### src/rtl/uart_arb_pkg.sv
// Shared types and helpers for the UART TX frame arbiter.
// The TAG state is only reachable when UART_ARB_TAG_EN is defined.
package uart_arb_pkg;

  typedef enum logic [1:0] {
    IDLE = 2'd0,
    TAG  = 2'd1,
    SEND = 2'd2
  } arb_state_e;

  localparam logic [3:0] TAG_NIBBLE = 4'hA;

  // Wrap explicitly so non-power-of-2 client counts rotate correctly.
  function automatic int next_rr(input int ptr, input int n);
    return (ptr >= n - 1) ? 0 : ptr + 1;
  endfunction

endpackage

### src/rtl/rr_pick.sv
// Rotating-priority encoder: first set request at or above ptr, modulo N_CLIENTS.
module rr_pick #(
  parameter int N_CLIENTS = 4
) (
  input  logic [N_CLIENTS-1:0]         req,
  input  logic [$clog2(N_CLIENTS)-1:0] ptr,
  output logic [$clog2(N_CLIENTS)-1:0] idx,
  output logic                         any
);
  localparam int IW = $clog2(N_CLIENTS);

  logic [IW:0] cand;

  // Walk offsets from highest to lowest so the nearest-to-ptr hit wins.
  always_comb begin
    idx  = '0;
    any  = |req;
    cand = '0;
    for (int k = N_CLIENTS - 1; k >= 0; k--) begin
      cand = {1'b0, ptr} + (IW+1)'(k);
      if (cand >= (IW+1)'(N_CLIENTS)) cand = cand - (IW+1)'(N_CLIENTS);
      if (req[cand[IW-1:0]]) idx = cand[IW-1:0];
    end
  end

endmodule

### src/rtl/uart_tx_arbiter.sv
// Frame-granular round-robin arbiter in front of the UART TX FIFO write port.
// Define UART_ARB_TAG_EN to prefix each frame with an {A, client id} header byte.
module uart_tx_arbiter
  import uart_arb_pkg::*;
#(
  parameter int N_CLIENTS     = 4,
  parameter int DBIT          = 8,
  parameter int STALL_TIMEOUT = 1024
) (
  input  logic                         clk,
  input  logic                         reset_n,
  input  logic [N_CLIENTS-1:0]         req_valid,
  input  logic [N_CLIENTS*DBIT-1:0]    req_data,
  input  logic [N_CLIENTS-1:0]         req_last,
  output logic [N_CLIENTS-1:0]         req_ready,
  input  logic                         tx_full,
  output logic                         wr_uart,
  output logic [DBIT-1:0]              w_data,
  output logic [$clog2(N_CLIENTS)-1:0] grant_id,
  output logic                         busy,
  output logic                         stall_abort
);
  localparam int IW = $clog2(N_CLIENTS);
  localparam int CW = $clog2(STALL_TIMEOUT);
  localparam logic [CW-1:0] STALL_MAX = CW'(STALL_TIMEOUT - 1);

`ifdef UART_ARB_TAG_EN
  localparam arb_state_e GRANT_ST = TAG;
`else
  localparam arb_state_e GRANT_ST = SEND;
`endif

  arb_state_e state, state_nxt;
  logic [IW-1:0] rr_ptr;
  logic [CW-1:0] stall_cnt;

  logic [N_CLIENTS-1:0][DBIT-1:0] req_bytes;
  logic [IW-1:0] pick_idx;
  logic          pick_any;
  logic          sel_valid, sel_last, xfer, stall_hit, frame_end;
  logic [DBIT-1:0] sel_data;

  assign req_bytes = req_data;
  assign sel_valid = req_valid[grant_id];
  assign sel_last  = req_last[grant_id];
  assign sel_data  = req_bytes[grant_id];

  rr_pick #(.N_CLIENTS(N_CLIENTS)) u_pick (
    .req (req_valid),
    .ptr (rr_ptr),
    .idx (pick_idx),
    .any (pick_any)
  );

  // Back-pressure from tx_full never advances the watchdog; only a missing byte does.
  assign stall_hit = (state == SEND) & ~sel_valid & (stall_cnt == STALL_MAX);
  assign frame_end = (xfer & sel_last) | stall_hit;
  assign busy      = (state != IDLE);

  for (genvar i = 0; i < N_CLIENTS; i++) begin : g_ready
    assign req_ready[i] = xfer & (grant_id == IW'(i));
  end

  always_comb begin
    state_nxt = state;
    wr_uart   = 1'b0;
    w_data    = '0;
    xfer      = 1'b0;
    case (state)
      IDLE: if (pick_any) state_nxt = GRANT_ST;
`ifdef UART_ARB_TAG_EN
      TAG: if (!tx_full) begin
        wr_uart   = 1'b1;
        w_data    = {TAG_NIBBLE, (DBIT-4)'(grant_id)};
        state_nxt = SEND;
      end
`endif
      SEND: begin
        xfer    = sel_valid & ~tx_full;
        wr_uart = xfer;
        w_data  = sel_data;
        if (frame_end) state_nxt = IDLE;
      end
      default: state_nxt = IDLE;
    endcase
  end

  always_ff @(posedge clk or negedge reset_n) begin
    if (!reset_n) begin
      state       <= IDLE;
      rr_ptr      <= '0;
      grant_id    <= '0;
      stall_cnt   <= '0;
      stall_abort <= 1'b0;
    end else begin
      state       <= state_nxt;
      stall_abort <= stall_hit;
      if (state == IDLE && pick_any) grant_id <= pick_idx;
      if (frame_end) rr_ptr <= IW'(next_rr(int'(grant_id), N_CLIENTS));
      if (state == SEND && !sel_valid && !stall_hit) stall_cnt <= stall_cnt + 1'b1;
      else                                           stall_cnt <= '0;
    end
  end

endmodule

### config.mk
export PLATFORM = sky130hd
export DESIGN_NAME = uart_tx_arbiter
export DESIGN_NICKNAME = d
export VERILOG_FILES = /design/src/rtl/uart_arb_pkg.sv /design/src/rtl/rr_pick.sv /design/src/rtl/uart_tx_arbiter.sv
export SDC_FILE = /design/constraint.sdc
export NUM_CORES = 1
export LEC_CHECK = 0
export ABC_AREA = 0
export BUFFER_PORTS_ARGS = -buffer_cell sky130_fd_sc_hd__buf_2
export CAP_MARGIN = 20
export CORE_AREA = 2 2 54 56
export CTS_CLUSTER_DIAMETER = 120
export CTS_CLUSTER_SIZE = 40
export DETAILED_ROUTE_END_ITERATION = 10
export DIE_AREA = 0 0 56 58
export GPL_TIMING_DRIVEN = 0
export PLACE_DENSITY = 0.78
export SYNTH_ARGS = -nofsm -noshare
export SYNTH_HDL_FRONTEND = slang
export SYNTH_SLANG_ARGS = --single-unit
### constraint.sdc
create_clock -name clk -period 2.35 [get_ports clk]
set_clock_uncertainty 0.1 [all_clocks]
set_input_delay 0.235 -clock clk [delete_from_list [all_inputs] [get_ports clk]]
set_output_delay 0.235 -clock clk [all_outputs]
set_load 0.02 [all_outputs]
## Word level (Yosys, flattened, before mapping)

Index checks and enable logic that the tools add are counted.

- Memories kept: 0
- Flip-flop bits (word level): 17
- Input bits: 43
- Output and inout port bits: 17
- Bits in read-only memories: 0
- Bits in latches: 0
- Word-level logic and storage cells: 81
- Bits in writable memories: 0

- Equality and inequality tests: 7
- Reductions and logical operators: 10
- Shift operators: 0
- Divide/modulo/power cells: 0
- Multipliers: 0
- $add $sub $neg: 9
- $lt $le $gt $ge: 10
- Bitwise operators: 11
- Muxes and demuxes: 29

Operator list:

| operator | count |
|---|---|
| $mux W2 | 11 |
| $bmux W8 S2 | 1 |
| $mux W8 | 2 |
| $lt A2 B3 Y1 const B | 5 |
| $bmux W1 S2 | 6 |
| $add A10 B1 Y10 const B | 1 |
| $eq A10 B10 Y1 const B | 1 |
| $mux W10 | 1 |
| $ge A3 B3 Y1 const B | 3 |
| $and A1 B1 Y1 | 8 |
| $sub A2 B1 Y2 const B | 4 |
| $mux W1 | 7 |
| $add A2 B2 Y3 const B | 2 |
| $eq A2 B2 Y1 const B | 3 |
| $logic_not A2 Y1 | 2 |
| $ne A2 B2 Y1 const B | 2 |
| $pmux W2 S2 | 1 |
| $reduce_or A4 Y1 | 1 |
| $add A2 B1 Y3 const B | 1 |
| $ge A2 B3 Y1 const B | 1 |
| $logic_and A1 B1 Y1 | 3 |
| $add A2 B1 Y2 const B | 1 |
| $eq A2 B1 Y1 const B | 1 |
| $ge A2 B2 Y1 const B | 1 |
| 5 further kinds | 7 |

## Logic depth before layout (Yosys ltp)

Gate-level depths: netlist (run 1).

- Word-level depth: 9
- Gate-level depth with buffers: 5
- Mapped depth without buffers: 5

## Cells and area by module

Synthesis (run 1) repeated with hierarchy kept, for this count alone.

- Cells, all modules: 112
- Area total of the unflattened synthesis: 1,179.9 um2

By module, submodules not included:

| module | sequential area each (um2) | times used | area an instance (um2) | cells an instance |
|---|---|---|---|---|
| uart_tx_arbiter | 400.4 | 1 | 1,102.3 | 99 |
| rr_pick | 0.0 | 1 | 77.6 | 13 |

## Worst setup path before layout (run 1)

Ideal clock, no wire load.

- Path type: register -> output
- From: register grant_id[0]
- To: output req_ready[0]
- Path slack: 0.335 ns
- Cell stages (with the launch flop): 4
- Data arrival time: 1.680 ns
- Buffers on the path: 0
- Data required time: 2.015 ns
- Cell sequence: dfrtp_1 -> mux4_2 -> and3b_1 -> and2_1

- Longest elaborated chain between the ends: 5
- Elaborated cells on any way between the ends: 6
- Classes of those cells: mux (3); bitwise (2); reduce/logical (1)

Ends and longest elaborated chain:

| what | line | source |
|---|---|---|
| start: declaration | uart_tx_arbiter.sv:19 | `output logic [$clog2(N_CLIENTS)-1:0] grant_id,` |
| start signal: assignment | uart_tx_arbiter.sv:98 | `if (state == IDLE && pick_any) grant_id <= pick_idx;` |
| $bmux W1 S2 | uart_tx_arbiter.sv:44 | `assign sel_valid = req_valid[grant_id];` |
| $mux W1 (implied by the code) | uart_tx_arbiter.sv:44 |  |
| $and A1 B1 Y1 | uart_tx_arbiter.sv:79 | `xfer = sel_valid & ~tx_full;` |
| $mux W1 | - |  |
| net wr_uart | uart_tx_arbiter.sv:17 | `output logic wr_uart,` |
| $and A1 B1 Y1 | uart_tx_arbiter.sv:61 | `assign req_ready[i] = xfer & (grant_id == IW'(i));` |
| end: declaration | uart_tx_arbiter.sv:15 | `output logic [N_CLIENTS-1:0] req_ready,` |

The timed path passes the listed nets, and every way through them passes these cells. The select of a mux whose other input is x is not followed.

## Worst setup path in the final report (run 1)

- From: register grant_id[0]
- To: output req_ready[2]

- Longest elaborated chain between the ends: 5
- Elaborated cells on any way between the ends: 6
- Classes of those cells: eq/ne (1); mux (3); bitwise (2)

Ends and longest elaborated chain:

| what | line | source |
|---|---|---|
| $bmux W1 S2 | uart_tx_arbiter.sv:44 |  |
| $mux W1 (implied by the code) | uart_tx_arbiter.sv:44 |  |
| $and A1 B1 Y1 | uart_tx_arbiter.sv:79 |  |
| $mux W1 | uart_tx_arbiter.sv:69 | `case (state)` |
| $and A1 B1 Y1 (*) | uart_tx_arbiter.sv:61 |  |

Every way passes the cells marked *; elsewhere a longest branch is shown, timed or not. The select of a mux whose other input is x is not followed.

==> results of run 1 <==
==> Yosys cell counts, types with 2 or more instances <==
master     n  area (µm²)
a21oi_1    2        10.0
mux4_2     9         203
nand4_1    2        12.5
mux2_4     2        30.0
mux2_2     2        22.5
nand2_1    2        7.51
mux2i_1    3        30.0
and2_1    12        75.1
inv_1      4        15.0
dfrtp_1   16         400
nand2b_1   3        18.8
xor2_1     7        61.3
nor2_1    14        52.6
nand3_1    4        20.0
buf_2      2        10.0
ha_1       5        62.6
o21ai_0    2        10.0
and4_1     3        26.3
==> placed cells by master, fill, tap and decap left out, drive strengths merged, types with 3 or more instances in the layout <==
master  count
and2       12
xor2        7
mux2i       3
dfrtp      16
nand3       4
ha          5
nand2b      3
mux4        9
inv         4
clkbuf      6
and4        3
mux2        4
buf        60
nor2       14
==> sequential cells by signal (all words and copies together) (netlist names) <==
signal	flops
rr_ptr	2
stall_cnt	10
grant_id	2
stall_abort	1
state	1
==> worst max-delay path, cell delays in order, from the launching register on <==
cell and delay [ns]:
dfrtp_2 0.48, mux4_2 0.57, and3b_1 0.23, and2_1 0.17
buf_2 0.15
==> per-stage QoR <==
stage,utilization,std cells
floorplan,-,106
global placement,0.563,196
CTS,0.581,201
detailed placement,0.563,196
finish,0.583,201
global route,0.583,201
==> logic make-up after synthesis <==
| logic type | count (synthesis) |
|---|---|
| and+or+nand+nor | 45 |
| muxes | 16 |
| adders and majority gates | 5 |
| AOI/OAI and AO/OA | 9 |
| buffers and inverters | 7 |
| xor gates and xnor gates | 8 |
| DFF | 16 |
==> cell type report <==
cell class / instances / area (µm²)
Buffer: 3 / 18.8
Clock buffer: 4 / 36.3
Fill cell: 240 / 1110
Inverter: 4 / 15.0
Multi-Input combinational cell: 83 / 734
Sequential cell: 16 / 403
Tap cell: 31 / 38.8
Timing Repair Buffer: 60 / 305
==> final timing paths <==
kind                                           end               startpoint  cells after the start
max in group asynchronous  grant_id[1]$_DFFE_PN0P_                  reset_n                      2
min reg2reg                 stall_cnt[0]$_DFF_PN0_   stall_cnt[0]$_DFF_PN0_                      1
min in group asynchronous   stall_cnt[0]$_DFF_PN0_                  reset_n                      2
max reg2reg                  rr_ptr[0]$_DFFE_PN0P_  grant_id[0]$_DFFE_PN0P_                      4
max                                   req_ready[2]  grant_id[0]$_DFFE_PN0P_                      4
min                        grant_id[1]$_DFFE_PN0P_             req_valid[0]                      3
==> per-layer routing <==
layer | wire length (µm) | global-route usage
met3 | 284 | 0.0625
met5 | 0 | 0
met2 | 1380 | 0.314
met4 | 19 | 0.0510
met1 | 1030 | 0.186
==> power by group <==
part / switching, W / leakage [nW] / internal [W]
Sequential: 0.0000942 / 0.209 / 0.000340
Clock: 0.0000869 / 0.0210 / 0.0000944
Combinational: 0.000495 / 0.552 / 0.000485
==> timing repair <==
item / CTS / global route
setup endpoints to repair: 6 / 10
hold endpoints to repair: 16 / 0
gates cloned: 0 / 0
hold buffers: 1 / 0
gates resized for setup: 1 / 3
==> impl_metrics.env, run 1 <==
export IMPL_postSynthCellCount=106
export IMPL_fin_crit_sh=0.951
export IMPL_clk_pin_slew_worst_paths_ns=0.10
export IMPL_crit_path_end_kind="primary output"
export IMPL_vias_per_cell=5.29
export IMPL_core_um2=2660
export IMPL_synth_top_family_by_area="multiplexers"
export IMPL_routedWlPerCell_um=13.5
export IMPL_synth_compound_gate_area_share=0.0538
export IMPL_regToRegSetupSlack_ns=0.41
export IMPL_antenna_found_initial=0
export IMPL_io_buffers=59
export IMPL_clock_fmax_mhz=447
export IMPL_dp_hpwl_mm=2.25
export IMPL_pre_cts_ws_ns=0.270
export IMPL_cts_sinks=16
export IMPL_ios=60
export IMPL_period_needed_ns=2.23
export IMPL_startpoint_type="flip-flop"
export IMPL_p_per_area_nw_per_um2=1030
export IMPL_drtIter0Drc=13
export IMPL_crit_type="reg -> out"
export IMPL_synth_seq_cells=16
export IMPL_initial_utilization=0.437
export IMPL_seq_area_frac_synth=0.344
export IMPL_final_max_slew_violation_count=0
export IMPL_rsz0062_at_grt="false"
export IMPL_synth_mux_area_frac=0.245
export IMPL_leakage_nw=0.781
export IMPL_fin_nets=219
export IMPL_ys_async_sr_fraction=1.00
export IMPL_cts_made_buffers=3
export IMPL_ir_drop_uv=749
export IMPL_syn_num_nets=154
export IMPL_ys_types=30
export IMPL_placed_area_um2=1500
export IMPL_num_rows=19
export IMPL_drv_cap=0
export IMPL_setup_viol=0
export IMPL_cp_arrival_ns=1.90
export IMPL_drc=0
export IMPL_critPathRequiredTime_ns=2.02
export IMPL_firstDrtPassIters=4
export IMPL_power_w=0.00159
export IMPL_synth_edf_count=0
export IMPL_cts_setup_buffers=0
export IMPL_hold_worst_slack_ns=0.178
export IMPL_relSlewSlack=0.766
export IMPL_hold_path_class="in -> reg"
export IMPL_clockBufferDepth=2
export IMPL_die_h_um=58
export IMPL_synth_xor_area_frac=0.0602
export IMPL_die_w_um=56
export IMPL_via_count=1064
export IMPL_setup_tns_ns=0
export IMPL_areaGrowthSynthToFinish_pct=33.3
export IMPL_postSynthAreaPerCell_um2=11.0
export IMPL_dieArea_um2=3250
export IMPL_synthAdderAreaFrac=0.0538
export IMPL_grt_pass1_wl_mm=4.40
export IMPL_gp_congestion=0.803
export IMPL_finalHoldViolCount=0
export IMPL_drt_wl_total_mm=2.71
export IMPL_grt_pass1_vias=1042
export IMPL_grt_overflow_total=0
export IMPL_final_antenna_net_count=0
export IMPL_grt_total_usage=0.171
export IMPL_synthSimpleGateAreaFrac=0.218
export IMPL_fin_area_um2=1550
export IMPL_yosys_most_used_dff="dfrtp_1"
export IMPL_tightestPinTransition_ns=0.351
export IMPL_insertion_delay_ns=0.29
export IMPL_setup_ws_ns=0.115
export IMPL_grt_max_degree=17
export IMPL_cts_tree="yes"
export IMPL_cp_max_fo=8
export IMPL_htreeDepth=1
export IMPL_status="finished, final reports clean"
export IMPL_cts_root_buffer="clkbuf_4"
export IMPL_ys_warn_count=0
export IMPL_synthesis_area_um2=1160
export IMPL_drive_gt1_frac=0.476
export IMPL_n_antenna_cell=0
Note: power is estimated with default switching activity, not from simulation.
==> run 2: changes to the inputs <==
--- a/config.mk
+++ b/config.mk
@@ -8,13 +8,14 @@
 export ABC_AREA = 0
 export BUFFER_PORTS_ARGS = -buffer_cell sky130_fd_sc_hd__buf_2
 export CAP_MARGIN = 20
-export CORE_AREA = 2 2 54 56
+export CORE_AREA = 2 2 55 57
 export CTS_CLUSTER_DIAMETER = 120
 export CTS_CLUSTER_SIZE = 40
 export DETAILED_ROUTE_END_ITERATION = 10
-export DIE_AREA = 0 0 56 58
+export DIE_AREA = 0 0 57 59
 export GPL_TIMING_DRIVEN = 0
-export PLACE_DENSITY = 0.78
+export PLACE_DENSITY = 0.75
+export RECOVER_POWER = 25
 export SYNTH_ARGS = -nofsm -noshare
 export SYNTH_HDL_FRONTEND = slang
 export SYNTH_SLANG_ARGS = --single-unit
==> impl_metrics.env, run 2 (synthesis results as in run 1) <==
export IMPL_path_cells="mux4_2 -> and3b_1 -> and2_1 -> buf_2"
export IMPL_setup_viol=0
export IMPL_drt_wl_total_mm=2.58
export IMPL_status="finished, final reports clean"
export IMPL_grt_total_usage=0.163
export IMPL_routedWlPerCell_um=12.9
export IMPL_grt_pass1_vias=1026
export IMPL_fin_nets=219
export IMPL_finalHoldViolCount=0
export IMPL_hold_path_class="in -> reg"
export IMPL_hold_worst_slack_ns=0.193
export IMPL_crit_path_end_kind="primary output"
export IMPL_grt_pass1_wl_mm=4.25
export IMPL_initial_utilization=0.429
export IMPL_n_antenna_cell=0
export IMPL_leakage_nw=0.772
export IMPL_setup_tns_ns=0
export IMPL_setup_ws_ns=0.147
export IMPL_grt_max_degree=17
export IMPL_period_needed_ns=2.20
export IMPL_ir_drop_uv=598
export IMPL_dp_hpwl_mm=2.10
export IMPL_io_buffers=59
export IMPL_pre_cts_ws_ns=0.306
export IMPL_core_um2=2710
export IMPL_cp_arrival_ns=1.87
export IMPL_clk_pin_slew_worst_paths_ns=0.08
export IMPL_die_h_um=59
export IMPL_clockBufferDepth=2
export IMPL_num_rows=19
export IMPL_rsz0062_at_grt="false"
export IMPL_tightestPinTransition_ns=0.822
export IMPL_final_common_cell="buf_2"
export IMPL_cp_slowest_cell="mux4_2"
export IMPL_crit_type="reg -> out"
export IMPL_relSlewSlack=0.452
export IMPL_power_w=0.00155
export IMPL_layout_common_cells="buf_2, nor2_1, dfrtp_1, and2_1, mux4_2"
export IMPL_cts_root_buffer="clkbuf_4"
export IMPL_final_antenna_net_count=0
export IMPL_drive_gt1_frac=0.467
export IMPL_largest_register="stall_cnt"
export IMPL_antenna_found_initial=0
export IMPL_critPathRequiredTime_ns=2.02
export IMPL_cts_sinks=16
export IMPL_htreeDepth=1
export IMPL_drtIter0Drc=21
export IMPL_vias_per_cell=5.28
export IMPL_die_w_um=57
export IMPL_via_count=1055
export IMPL_ios=60
export IMPL_insertion_delay_ns=0.28
export IMPL_dieArea_um2=3360
export IMPL_grt_overflow_total=0
export IMPL_critical_path_max_stage_delay_ns=0.58
export IMPL_drv_cap=0
export IMPL_cts_setup_buffers=0
export IMPL_cts_tree="yes"
export IMPL_drc=0
export IMPL_cp_max_fo=8
export IMPL_firstDrtPassIters=4
export IMPL_fin_crit_sh=0.938
export IMPL_cts_made_buffers=3
export IMPL_clock_fmax_mhz=454
export IMPL_top_regs="stall_cnt x10, grant_id x2, rr_ptr x2"
export IMPL_areaGrowthSynthToFinish_pct=32.0
export IMPL_largest_register_ffs=10
export IMPL_final_max_slew_violation_count=0
export IMPL_p_per_area_nw_per_um2=1010
export IMPL_gp_congestion=0.751
export IMPL_startpoint_type="flip-flop"
run 2: cell types whose count changed in the layout (fill, tap and decap cells not counted):
cell      change
buf_2         -1
clkbuf_1      +1
clkbuf_8      -1
run 2: area by class of cell:
| cell class | count | area, µm² |
|---|---|---|
| plain buffers | 3 | 18.8 |
| multi-input cells | 83 | 734 |
| flip-flops and latches | 16 | 403 |
| inverters | 4 | 15.0 |
| repair buffers | 60 | 304 |
| clock buffers | 3 | 22.5 |
| fillers | 240 | 1170 |
| well taps | 31 | 38.8 |
run 2: power breakdown:
part	internal, W	total (W)	switching [W]
logic	0.000487	0.000977	0.000490
registers	0.000340	0.000437	0.0000973
clock network	0.0000595	0.000138	0.0000780
total	0.000886	0.00155	0.000666
run 2: timing repair:
action	CTS	global route
gates resized for setup	1	3
endpoints found under the setup margin	5	10
hold buffers	1	0
endpoints found under the hold margin	16	0
run 2: worst max-delay path: cells and delay by family (launching register included):
kind                   cells  cell delay (ns)
buffers and inverters      1             0.15
flip-flops                 1             0.47
multiplexers               1             0.58
AND/OR/NAND/NOR            2             0.38
run 2: path summary, 6_finish.rpt:
kind	start	to	slack [ns]	cells past startpoint
worst min-delay path	req_valid[1]	grant_id[1]$_DFFE_PN0P_	0.19	3
max in group asynchronous	reset_n	grant_id[1]$_DFFE_PN0P_	1.13	2
worst min register to register	stall_cnt[0]$_DFF_PN0_	stall_cnt[0]$_DFF_PN0_	0.38	1
worst max-delay path	grant_id[0]$_DFFE_PN0P_	req_ready[0]	0.15	4
min in group asynchronous	reset_n	stall_cnt[6]$_DFF_PN0_	0.45	2
worst max register to register	grant_id[0]$_DFFE_PN0P_	rr_ptr[0]$_DFFE_PN0P_	0.39	4
run 2: stage by stage:
stage          instances  utilization  area, µm²
2_1_floorplan        106            -       1160
3_3_place_gp         196        0.553       1500
3_5_place_dp         196        0.553       1500
4_1_cts              200        0.566       1530
5_1_grt              200        0.567       1540
6_report             200        0.567       1540
run 2: per-layer routing:
layer	up-vias	track usage	part of all wire	wire, µm
li1	512	-	-	-
met2	52	0.299	0.50	1280
met3	3	0.0459	0.10	266
met5	-	0	0	0
met4	0	0.0399	0.0074	19
met1	488	0.188	0.39	1010
